<file path="config.mk">
export PLATFORM = sky130hd
export DESIGN_NAME = mem_access_controller
export DESIGN_NICKNAME = d
export VERILOG_FILES = /design/src/rtl/mem_access_controller.sv
export SDC_FILE = /design/constraint.sdc
export NUM_CORES = 1
export LEC_CHECK = 0
export BUFFER_PORTS_ARGS = -buffer_cell sky130_fd_sc_hd__buf_2
export CORE_UTILIZATION = 40
export DETAILED_ROUTE_END_ITERATION = 7
export GPL_TIMING_DRIVEN = 1
export PLACE_DENSITY = 0.6
export SYNTH_ARGS = -nofsm -noshare
export SYNTH_HDL_FRONTEND = slang
export SYNTH_SLANG_ARGS = --single-unit
export TNS_END_PERCENT = 30
</file>
<file path="constraint.sdc">
create_clock -name CLK -period 3.15 [get_ports CLK]
set_input_delay 0.315 -clock CLK [delete_from_list [all_inputs] [get_ports CLK]]
set_output_delay 0.315 -clock CLK [all_outputs]
set_load 0.02 [all_outputs]
</file>
<file path="src/rtl/mem_access_controller.sv">
// Load/store sequencer between the datapath memory stage and a req/ack word memory.
// Word and signed-byte accesses; byte stores go through a read-modify-write pair.
module mem_access_controller #(
    parameter int unsigned TIMEOUT_CYCLES = 255
) (
    input  logic        CLK,
    input  logic        RESET_N,
    input  logic        i_req,
    input  logic        i_we,
    input  logic        i_byte,
    input  logic [31:0] i_addr,
    input  logic [31:0] i_wdata,
    output logic        o_stall,
    output logic        o_done,
    output logic        o_err,
    output logic [31:0] o_rdata,
    output logic        m_req,
    output logic        m_we,
    output logic [31:0] m_addr,
    output logic [31:0] m_wdata,
    input  logic [31:0] m_rdata,
    input  logic        m_ack
);

    localparam logic [2:0] S_IDLE   = 3'd0;
    localparam logic [2:0] S_RD     = 3'd1;
    localparam logic [2:0] S_WR     = 3'd2;
    localparam logic [2:0] S_RMW_RD = 3'd3;
    localparam logic [2:0] S_RMW_WR = 3'd4;
    localparam logic [2:0] S_DONE   = 3'd5;
    localparam logic [2:0] S_ERR    = 3'd6;

    localparam logic [31:0] TO_LIMIT = 32'(TIMEOUT_CYCLES);

    logic [2:0]  state;
    logic        byte_q;
    logic [31:0] addr_q;
    logic [31:0] wdata_q;
    logic [31:0] merged_q;
    logic [31:0] wait_cnt;

    logic [4:0]  shift;
    logic [7:0]  lane;
    logic [31:0] merged;
    logic        busy;
    logic        timeout;

    assign shift  = {addr_q[1:0], 3'b000};
    assign lane   = 8'(m_rdata >> shift);
    assign merged = (m_rdata & ~(32'h0000_00FF << shift)) | ({24'h0, wdata_q[7:0]} << shift);

    assign busy = (state == S_RD) || (state == S_WR) || (state == S_RMW_RD) || (state == S_RMW_WR);

    // An ack arriving on the last allowed cycle still completes the access.
    assign timeout = (TO_LIMIT != 32'd0) && !m_ack && (wait_cnt == TO_LIMIT - 32'd1);

    assign o_stall = busy || ((state == S_IDLE) && i_req);
    assign o_done  = (state == S_DONE) || (state == S_ERR);
    assign o_err   = (state == S_ERR);

    assign m_req   = busy;
    assign m_we    = (state == S_WR) || (state == S_RMW_WR);
    assign m_addr  = busy ? {addr_q[31:2], 2'b00} : 32'h0;
    assign m_wdata = (state == S_WR) ? wdata_q : (state == S_RMW_WR) ? merged_q : 32'h0;

    always_ff @(posedge CLK) begin
        if (!RESET_N) begin
            state    <= S_IDLE;
            byte_q   <= 1'b0;
            addr_q   <= 32'h0;
            wdata_q  <= 32'h0;
            merged_q <= 32'h0;
            wait_cnt <= 32'h0;
            o_rdata  <= 32'h0;
        end else begin
            case (state)
                S_IDLE: begin
                    wait_cnt <= 32'h0;
                    if (i_req) begin
                        byte_q  <= i_byte;
                        addr_q  <= i_addr;
                        wdata_q <= i_wdata;
                        if (!i_byte && (i_addr[1:0] != 2'b00)) begin
                            state   <= S_ERR;
                            o_rdata <= 32'h0;
                        end else if (!i_we) begin
                            state <= S_RD;
                        end else if (!i_byte) begin
                            state <= S_WR;
                        end else begin
                            state <= S_RMW_RD;
                        end
                    end
                end
                S_RD, S_WR, S_RMW_RD, S_RMW_WR: begin
                    if (m_ack) begin
                        wait_cnt <= 32'h0;
                        case (state)
                            S_RD: begin
                                state   <= S_DONE;
                                o_rdata <= byte_q ? {{24{lane[7]}}, lane} : m_rdata;
                            end
                            S_RMW_RD: begin
                                state    <= S_RMW_WR;
                                merged_q <= merged;
                            end
                            default: state <= S_DONE;
                        endcase
                    end else if (timeout) begin
                        wait_cnt <= 32'h0;
                        state    <= S_ERR;
                        o_rdata  <= 32'h0;
                    end else begin
                        wait_cnt <= wait_cnt + 32'd1;
                    end
                end
                default: state <= S_IDLE;
            endcase
        end
    end

endmodule
</file>
**Word level (Yosys, flattened, before mapping)**

Cells that the tools add are included.

- Latch bits: 0
- Memories: 0
- RAM bits: 0
- Register bits after elaboration: 164
- ROM bits: 0

- $add $sub $neg: 1
- Shifts and indexed selects: 3
- Div/mod/pow operators: 0
- Reductions and logical operators: 19
- Bitwise gates (word level): 3
- Equal/unequal tests: 11
- $lt $le $gt $ge: 0
- $mul: 0
- Multiplexer cells: 21

Operators by type and width:

| cell | number |
|---|---|
| $mux W32 | 11 |
| $pmux W32 S2 | 2 |
| $add A32 B1 Y32 const B | 1 |
| $and A32 B32 Y32 | 1 |
| $eq A32 B8 Y1 const B | 1 |
| $not A32 Y32 | 1 |
| $or A32 B32 Y32 | 1 |
| $shl A8 B5 Y32 | 1 |
| $shl A8 B5 Y32 const A | 1 |
| $shr A32 B5 Y8 | 1 |
| $mux W3 | 4 |
| $eq A3 B3 Y1 const B | 3 |
| $eq A3 B2 Y1 const B | 2 |
| $logic_or A1 B1 Y1 | 6 |
| $ne A3 B3 Y1 const B | 2 |
| $pmux W3 S2 | 1 |
| $reduce_and A5 Y1 | 1 |
| $reduce_and A2 Y1 | 2 |
| $reduce_bool A2 Y1 | 2 |
| $reduce_or A4 Y1 | 1 |
| $eq A3 B1 Y1 const B | 1 |
| $logic_and A1 B1 Y1 | 3 |
| $logic_not A3 Y1 | 1 |
| $reduce_and A3 Y1 | 1 |
| 5 further kinds | 7 |

**Logic depth before layout (Yosys ltp)**

- Word-level depth: 5
- Mapped depth: 9
- Mapped depth without buffers: 7

**Least setup slack after synthesis**

OpenSTA, ideal clock, no wires.

- Path kind: reg2reg
- From: register wait_cnt[0]
- To: register o_rdata[6]
- Setup time: 0.072 ns
- Arrival: 1.855 ns
- Slack: 1.223 ns
- Cell stages (with the launch flop): 9
- Data required time: 3.078 ns
- Path through: dfxtp_1 inv_1 ha_1 nor4b_1 and3_1 a31oi_1 a211oi_4 buf_8 mux2i_1

- Word-level cells in the longest chain between the ends: 4

Ends and longest elaborated chain:

| item | RTL line | source |
|---|---|---|
| start: declaration | 40 | `logic [31:0] wait_cnt;` |
| start signal: assignment | 114 | `wait_cnt <= wait_cnt + 32'd1;` |
| $eq A32 B8 Y1 | 55 | `assign timeout = (TO_LIMIT != 32'd0) && !m_ack && (wait_cnt == TO_LIMIT - 32'd1);` |
| $logic_and A1 B1 Y1 | 55 |  |
| $ne A3 B3 Y1 (no line) | -- |  |
| $reduce_and A5 Y1 (no line) | -- |  |
| end signal: assignment | 101 | `o_rdata <= byte_q ? {{24{lane[7]}}, lane} : m_rdata;` |
| end: declaration | 16 | `output logic [31:0] o_rdata,` |

No other way between the ends.
A chain may end at the register's enable or synchronous reset.

**Final worst setup path**

- From: register state[2]
- To: output port m_wdata[26]

- Word-level cells in the longest chain between the ends: 3
- Elaborated cells between the ends (all ways): 4
- Those cells by class: eq/ne (2); mux (2)

Ends and longest elaborated chain:

| item | RTL line | source |
|---|---|---|
| start: declaration | 35 | `logic [2:0] state;` |
| start signal: assignment | 68 | `state <= S_IDLE;` |
| start signal: assignment | 84 | `state <= S_ERR;` |
| start signal: assignment | 87 | `state <= S_RD;` |
| $eq A3 B3 Y1 | 64 | `assign m_wdata = (state == S_WR) ? wdata_q : (state == S_RMW_WR) ? merged_q : 32'h0;` |
| $mux W32 | 64 |  |
| $mux W32 (*) | 64 |  |
| end: declaration | 20 | `output logic [31:0] m_wdata,` |

Mark *: on every way between the ends. The rest lies on a longest branch, timed or not.

==> run metrics <==
status complete, no violations; Synth Register Bits 164; Synth Area per Inst 8.49 µm²; die width 144 µm; Max Cap Violations 0; Final GP Congestion 0.854; First-pass DRT Iterations 6; peak supply drop 0.599 mV; count leader, synth nand2_1; Hold Vio Cnt, Final 0; core area 19,700 µm²; Fmax achieved 0.389 GHz; CTS tree done; IO Pins about 200; residual DRC count 0; Slew @ Worst Pin 0.871 ns; Yosys Warn Count 0; Layout Skew 0.0130 ns; nets@finish 1,216; top cell type's share of synthesized area roughly 40%; crit share post-route just over 80%; clock root cell clkbuf_16; Synth Instances 956; r2r setup slk 0.88 ns; Design Area, Final 9830 µm²; dpl cell area 9260 µm²; Leakage 0.00452 µW; post-DR wirelength/cell 16.2 µm; Tightest Hold Check Type input port to flip-flop; startpoint types flip-flop; Final ANT Viol Nets 0; post_cts resized 0; Unique masters post-synth 54; GRT Util Overall around 22%; P&R area growth vs syn 21.1%; Post-synth top flop dfxtp_1; Post-Syn Area 8110 µm²; post-synth top area cell dfxtp_1; Post-CTS Hold Fix Bufs 0; Setup CP Type flip-flop to output port; EDFF count, synth 0; htree depth 4; drt initial violations 441; first-pass GRT wire length 35,000 µm; maximum number of pins on one net before global-route repair 73; min cycle time layout 2.57 ns; total power just over 7000 µW; Setup TNS 0 ns; CP Capture Type output port; die height 144 µm; routed vias about 7k; initial core utilization 41.3%; Multi-input gate area 4440 µm²; Synth area leaders dfxtp_1 40%, nand2_1 11%, mux2i_1 6.8%, a21boi_1 6.0%, o211a_1 4.1%; total clock sinks 164; Reg area 3280 µm²; total gr overflow 0; drt total wl around 23,000 µm; CTS Buffer Depth 2; Worst-Skew Late Latency 0.43 ns; die area 20,900 µm²; Reg clk slew, reported paths approximately 0.070 ns; RSZ-0062 raised after global routing no; synth cell count leaders 231 x nand2_1, 164 x dfxtp_1, 65 x a21boi_1; Num CTS Buffers 17; Detailed Place HPWL about 16,000 µm; port bufs 200; power density over the cells about 720 nW/µm²; number of antenna violations at the first check in global routing 1; signal arrival time at the worst endpoint around 2.3 ns; WP data required 2.83 ns; share of cells above drive strength 1 24.5%; Post-Place Cells 1,358; CP Max Fanout 32; register area share after synthesis 40.5%; Relative slew margins 41.9%; Via density about 5.1; Post-CTS Setup Bufs 0; number of fill cells 1,992; Setup-failing EPs final 0; via count of the first global-routing pass 6,640; Cell Rows a little over 50; asr flop ratio synth 0%; non-filler cells, final 1,390; max-slew violations 0
## per-layer routing
metal  vias to the layer above  wire, µm  GRT usage (%)  part of all wire, %
met1                      3374     10300           28.3                   46
met2                       188     10800           35.8                   48
met4                         0       207           5.04                 0.92
li1                       3583         -              -                    -
met5                         -         0              0                    0
met3                        13      1270           5.03                  5.7
## placed cells by master, fill, tap and decap left out, drive strengths merged, types with 2 or more instances in the layout
master and count:
a211oi 3, a21boi 65, a21o 25, a21oi 11, a22o 32, a31oi 2
and2 35, and3 5, and4 5, buf 217, clkbuf 17, clkinv 5
clkinvlp 2, conb 2, dfxtp 164, ha 2, inv 18, mux2i 55
nand2 231, nand2b 5, nand3 32, nand3b 2, nand4 6, nor2 52
nor3 13, nor3b 2, nor4 13, nor4b 3, o211a 33, o21ai 13
o221ai 7, or2 2, or4b 2, xnor2 29, xor2 5
## worst max-delay path, stage by stage (launching register included)
cell	delay [ns]
dfxtp_1	0.54
buf_4	0.26
nand2b_1	0.26
nor2_2	0.04
buf_4	0.26
a22o_1	0.29
buf_2	0.16
## stage by stage
stage	utilization, %	hold WS (ns)	worst slack, ns
final	50.0	0.115	0.578
after detailed placement	47.1	0.440	0.882
after global placement	47.1	0.437	0.907
after global routing	50.0	0.105	0.466
after floorplan	-	0.430	1.22
after CTS	50.0	0.0920	0.573
## path summary, 6_finish.rpt
check	cells after the start	end	from
max reg2reg	5	wait_cnt[31]	state[0]
min reg2reg	2	addr_q[3]	addr_q[3]
max	6	m_wdata[26]	state[2]
min	3	wdata_q[19]	i_wdata[19]
## kinds of logic after synthesis
logic type	share of synthesized area [%]
buffers and inverters	5.20
muxes	7.06
and+or+nand+nor	23.6
xor gates and xnor gates	3.76
adders and majority gates	0.308
AOI/OAI and AO/OA	19.6
DFF	40.5
other	0.0462
## sequential cells by signal, indices dropped and copies added, names as in the netlist
name,cells
byte_q,1
state,3
wait_cnt,32
merged_q,32
o_rdata,32
addr_q,32
wdata_q,32
## cell type report
class | instances | share of cell area, %
antenna | 1 | 0.0255
sequential | 164 | 33.4
timing repair buffer | 217 | 11.8
tap | 265 | 3.37
clock inverter | 14 | 1.44
multi-input combinational | 701 | 45.2
inverter | 11 | 0.420
clock buffer | 17 | 4.33
## power by group
group | internal (µW) | switching [µW] | leakage [µW]
clock network | 1050 | 967 | 0.000274
registers | 2360 | 234 | 0.00133
logic | 896 | 1580 | 0.00292
total | 4300 | 2780 | 0.00452
(Power assumes the default switching activity.)
